### src/rtl/ext_arbiter.sv
// ext_arbiter: round-robin share of one immediate-extension unit between two requesters, one-entry registered result.
// Optional grant statistics counters enabled by defining EXT_STATS_EN.
module ext_arbiter #(
  parameter int TAG_W = 4
`ifdef EXT_STATS_EN
  , parameter int CNT_W = 16
`endif
) (
  input  logic             clk,
  input  logic             reset,
  input  logic [1:0]       req_valid,
  output logic [1:0]       req_ready,
  input  logic [15:0]      req_imm0,
  input  logic [1:0]       req_eop0,
  input  logic [TAG_W-1:0] req_tag0,
  input  logic [15:0]      req_imm1,
  input  logic [1:0]       req_eop1,
  input  logic [TAG_W-1:0] req_tag1,
  output logic             out_valid,
  input  logic             out_ready,
  output logic [31:0]      out_ext,
  output logic             out_src,
  output logic [TAG_W-1:0] out_tag
`ifdef EXT_STATS_EN
  , output logic [CNT_W-1:0] grant_cnt0,
  output logic [CNT_W-1:0]   grant_cnt1
`endif
);
  typedef enum logic {IDLE, HOLD} state_t;
  state_t            r_state, w_next;
  logic              r_ptr;
  logic              w_accept, w_pick1, w_take;
  logic [15:0]       w_imm;
  logic [1:0]        w_eop;
  logic [TAG_W-1:0]  w_tag;
  logic [31:0]       w_ext;
  always_ff @(posedge clk or negedge reset)
    if (!reset) r_state <= IDLE;
    else r_state <= w_next;
  // r_ptr=1 hands priority to requester 1 when both are valid
  always_comb begin
    w_accept  = (r_state == IDLE) | out_ready;
    w_pick1   = req_valid[1] & (~req_valid[0] | r_ptr);
    req_ready = {w_pick1, req_valid[0] & ~w_pick1} & {2{w_accept}};
    w_take    = |req_ready;
    w_next    = w_take ? HOLD : (out_ready ? IDLE : r_state);
    w_imm     = w_pick1 ? req_imm1 : req_imm0;
    w_eop     = w_pick1 ? req_eop1 : req_eop0;
    w_tag     = w_pick1 ? req_tag1 : req_tag0;
    w_ext     = w_eop == 2'd0 ? {{16{w_imm[15]}}, w_imm} :
                w_eop == 2'd1 ? {16'h0, w_imm} :
                w_eop == 2'd2 ? {w_imm, 16'h0} :
                                {{14{w_imm[15]}}, w_imm, 2'b00};
  end
  assign out_valid = (r_state == HOLD);
  always_ff @(posedge clk or negedge reset)
    if (!reset) begin
      out_ext <= '0;
      out_src <= 1'b0;
      out_tag <= '0;
      r_ptr   <= 1'b0;
    end else if (w_take) begin
      out_ext <= w_ext;
      out_src <= w_pick1;
      out_tag <= w_tag;
      r_ptr   <= ~w_pick1;
    end
`ifdef EXT_STATS_EN
  always_ff @(posedge clk or negedge reset)
    if (!reset) begin
      grant_cnt0 <= '0;
      grant_cnt1 <= '0;
    end else begin
      if (req_ready[0] && !(&grant_cnt0)) grant_cnt0 <= grant_cnt0 + 1'b1;
      if (req_ready[1] && !(&grant_cnt1)) grant_cnt1 <= grant_cnt1 + 1'b1;
    end
`endif
endmodule

### config.mk
export PLATFORM = sky130hd
export DESIGN_NAME = ext_arbiter
export DESIGN_NICKNAME = d
export VERILOG_FILES = /design/src/rtl/ext_arbiter.sv
export SDC_FILE = /design/constraint.sdc
export NUM_CORES = 1
export LEC_CHECK = 0
export CAP_MARGIN = 20
export CORE_MARGIN = 2
export CORE_UTILIZATION = 31
export CTS_CLUSTER_SIZE = 28
export DETAILED_ROUTE_END_ITERATION = 10
export GPL_TIMING_DRIVEN = 1
export PLACE_DENSITY = 0.57
export SLEW_MARGIN = 20
export SYNTH_ARGS = -nofsm -noshare
export SYNTH_HDL_FRONTEND = slang
export SYNTH_SLANG_ARGS = --single-unit
### constraint.sdc
create_clock -name clk -period 3.55 [get_ports clk]
set_input_delay 1.065 -clock clk [delete_from_list [all_inputs] [get_ports clk]]
set_output_delay 1.065 -clock clk [all_outputs]
set_load 0.01 [all_outputs]
# [After elaboration in Yosys (flattened, before gate mapping)]
# Cells that the tools add are included.
[totals] out_inout_bits=40 register_bits=39
[op_classes] mux=8 n_eq_ne=2 bitwise_logic=8 n_reduce_logical=3
[op_table] cell="2-to-1 mux 32 bit" n=2
[op_table] cell="2-to-1 mux 31 bit" n=1
[op_table] cell="2-to-1 mux 16 bit" n=1
[op_table] cell="2-to-1 mux 4 bit" n=1
[op_table] cell="NOT 1 bit" n=3
[op_table] cell="AND 1 bit" n=2
[op_table] cell="AND 2 bit" n=1
[op_table] cell="equality test 2 x 1 -> 1 bit (second input constant)" n=1
[op_table] cell="equality test 2 bit (second input constant)" n=1
[op_table] cell="logical NOT 2 bit" n=1
[op_table] cell="2-to-1 mux 1 bit" n=2
[op_table] cell="2-to-1 mux 2 bit" n=1
[op_table] cell="OR 1 bit" n=2
[op_table] cell="nonzero test 2 bit" n=1
[op_table] cell="OR reduction 2 bit" n=1

# [Depth between registers and ports, before layout]
[depth] word_depth=8 depth_mapped=7 mapped_depth_nobuf=4

# [Worst setup path before layout]
# OpenSTA, ideal clock, no wires.
[synth_path] path_type="input-to-output" startpoint="input req_valid[0]" endpoint="output req_ready[1]" cell_stages=6 slack_ns=0.534 required_ns=2.485 arrival_time_ns=1.951 cell_sequence="buf_4 -> nand2b_4 -> nand2_2 -> buf_2 -> buf_4 -> nor2_1"
[synth_via] elab_chain_len=4
[synth_lines] item="from (decl)" line="11" text="input logic [1:0] req_valid,"
[synth_lines] item="NOT 1 bit" line="43" text="w_pick1 = req_valid[1] & (~req_valid[0] | r_ptr);"
[synth_lines] item="OR 1 bit" line="43"
[synth_lines] item="AND 1 bit" line="43"
[synth_lines] item="AND 2 bit" line="44" text="req_ready = {w_pick1, req_valid[0] & ~w_pick1} & {2{w_accept}};"
[synth_lines] item="to (decl)" line="12" text="output logic [1:0] req_ready,"
# No other way between the ends.

# [Final worst setup path]
[layout_path] startpoint="input req_valid[1]" endpoint="output req_ready[1]"
[layout_via] elab_chain_len=2
[layout_lines] item="AND 1 bit" line="43"
[layout_lines] item="AND 2 bit" line="44"
# No other way between the ends.

==> results.json <==
{
  "grt_use_met2_pct": 30.1,
  "diodes": 0,
  "synth_commonest_cells": "dfrtp_1 (39), or3_1 (28), a32o_1 (14)",
  "numCtsBuffers": 5,
  "antenna_found_initial": 0,
  "port_buffers": 88,
  "leakage_uw": 0.00140,
  "synth.largest_area_cell": "dfrtp_1",
  "ioPinCount": 89,
  "final_area_um2": 3410,
  "async_flop_share_pct": 100,
  "critPathRequiredTime_ns": 2.48,
  "clockBufferDepth": 2,
  "gr-usage-met1_pct": 26.6,
  "yosysMostFrequentCell": "dfrtp_1",
  "critPathLaunchType": "input port",
  "cts_root_buffer": "clkbuf_8",
  "placed_cell_area_um2": 3290,
  "grt.total_usage_pct": 19.0,
  "synth-seq-cells": 39,
  "grt_max_degree": 48,
  "cp.arrival_ns": 2.26,
  "gp_congestion": 0.772,
  "wire_per_inst_um": 18.8,
  "die_w_um": 90.6,
  "fp.dieH_um": 90.6,
  "detail-route-antenna-nets": 0,
  "synth_flop_cell": "dfrtp_1",
  "skew_ns": 0.00900,
  "rows": 31,
  "cts_sinks": 39,
  "use_met3_pct": 3.67,
  "maxSlewHeadroom_pct": 40.3,
  "dpl_worst_slack_ns": -0.0382,
  "start_util_pct": 32.0,
  "ir_worst_vdd_v": 0.000181,
  "drt_first_pass_iters": 6,
  "clock_latency_ns": 0.30,
  "synthAdderAreaFrac_pct": 0,
  "fmax_mhz": 301,
  "fp.coreArea_um2": 7250,
  "synth_compound_area_share_pct": 31.0,
  "cts_tree": "built",
  "grt_first_pass_wirelength_um": 12600,
  "fin_ws_ns": 0.224,
  "dpl.cell_count": 408,
  "syn_area_per_cell_um2": 10.1,
  "area_growth_pct": 47.0,
  "drv_slew": 0,
  "worstSetupPathType": "input port to output port",
  "syn_nets": 280,
  "fin_hold_ws_ns": 0.481,
  "drt_iter0_markers": 264,
  "synthSimpleGateAreaFrac_pct": 17.4,
  "wl_um": 7830,
  "nFillCells": 722,
  "rsz0062_at_grt": "false",
  "end_kind": "output port",
  "final-instance-count-excl-fill": 416,
  "postCtsSetupBuffers": 0,
  "synth_cells": 231,
  "post_drt_via_cell_ratio": 5.63,
  "synth_area_um2": 2320,
  "yosys-top-cells-area": "dfrtp_1 (42%), or3_1 (7.5%), a32o_1 (6.0%), a222oi_1 (4.7%), a21o_1 (3.9%)",
  "synth_top_area_share_pct": 42.0,
  "die-area_um2": 8200,
  "tightestPinTransition_ns": 0.896,
  "ys_seq_area_share_pct": 42.0,
  "holdPathStages": 1,
  "hpwl_um": 5380,
  "hp-class": "flop to flop",
  "synth_top_family_by_area": "compound AO/OA/AOI/OAI gates",
  "fin_crit_sh_pct": 93.7,
  "fin_crit_ns": 3.33,
  "synth_edf_count": 0,
  "path_max_fanout": 3,
  "yosysWarnings": 0,
  "via_count": 2341,
  "grt_most_used_layer": "met2",
  "first_global_vias": 2331,
  "status": "finished clean",
  "grt_overflow": 0,
  "finalHoldViolations": 0,
  "synth_xor_area_share_pct": 0,
  "synth.distinct_cells": 41,
  "clk_pin_slew_worst_paths_ns": 0.09,
  "powerDensity_nw_per_um2": 432,
  "setup_viol": 0,
  "finish.net_count": 365,
  "drc": 0,
  "max-cap-violations": 0,
  "h-tree-depth": 2,
  "drive_gt1_share_pct": 8.83,
  "synthMuxAreaShare_pct": 3.45,
  "ff2ff_path_depth": 5
}
-- layout by cell type, fill, tap and decap left out, types with 4 or more instances in the layout --
master and n:
a21oi_1 5, a22oi_1 11, a32o_1 14, a21o_1 12, clkbuf_8 5, a211oi_1 11
buf_4 13, dfrtp_1 39, nand2_1 11, a221oi_1 6, or3_1 28, mux2i_1 8
a222oi_1 11, clkdlybuf4s50_1 85, inv_1 4, nand2b_1 8, nor2_1 7, o31ai_1 5
-- flip-flops by register name, summed over array words and instances (netlist names) --
signal	flops
out_ext	32
out_tag	4
out_src	1
out_valid	1
r_ptr	1
-- kinds of logic (layout without fill, tap and decap cells) --
logic type	after synthesis	count (layout)
AOI/OAI and AO/OA	87	87
and+or+nand+nor	70	70
DFF	39	39
buffers and inverters	27	113
muxes	8	8
-- area by class of cell --
type | instances | area, µm² | share of cell area, %
multi-input cells | 165 | 1210 | 35.5
repair buffers | 101 | 975 | 28.5
inverters | 4 | 15.0 | 0.440
clock buffers | 5 | 68.8 | 2.02
well taps | 99 | 124 | 3.63
clock inverters | 3 | 43.8 | 1.28
flip-flops and latches | 39 | 976 | 28.6
-- layer usage --
metal | share of wire [%] | up-vias
met2 | 46 | 101
met5 | 0 | -
met4 | 1.4 | 0
met3 | 6.5 | 10
li1 | - | 1085
met1 | 46 | 1145
-- metrics by stage --
step / TNS [ns] / util (%) / total power (µW)
global route: 0 / 47.1 / 1550
global placement: -0.0238 / 45.4 / 1090
floorplan: 0 / - / 808
CTS: 0 / 46.9 / 1480
finish: 0 / 47.1 / 1470
detailed placement: -0.0382 / 45.4 / 1100
-- path summary, 6_finish.rpt --
| path | from | end | slack [ns] |
|---|---|---|---|
| worst max-delay path | req_valid[1] | req_ready[1] | 0.22 |
| worst min-delay path | out_ext[10] | out_ext[10] | 0.48 |
| worst max register to register | r_ptr | out_ext[30] | 1.74 |
| worst min register to register | out_ext[10] | out_ext[10] | 0.48 |
| max in group asynchronous | reset | out_ext[2] | 2.10 |
| min in group asynchronous | reset | out_ext[19] | 0.88 |
-- where the power goes --
| part | internal [µW] | switching (µW) | total [µW] | leakage (µW) |
|---|---|---|---|---|
| registers | 523 | 47.4 | 570 | 0.000476 |
| logic | 286 | 230 | 517 | 0.000871 |
| clock network | 209 | 177 | 387 | 0.0000581 |
-- critical path, stage by stage --
cell and delay [ns]:
clkdlybuf4s50_1 0.46, or2_2 0.31, nand2_1 0.09, nor2_1 0.06, dlygate4sd2_1 0.28
-- repair_timing --
| item | in CTS | in global routing |
|---|---|---|
| resized for setup | 1 | 2 |
| setup endpoints to repair | 1 | 1 |
| hold endpoints to repair | 0 | 0 |
| hold buffers | 0 | 0 |
Note: power is estimated with default switching activity, not from simulation.
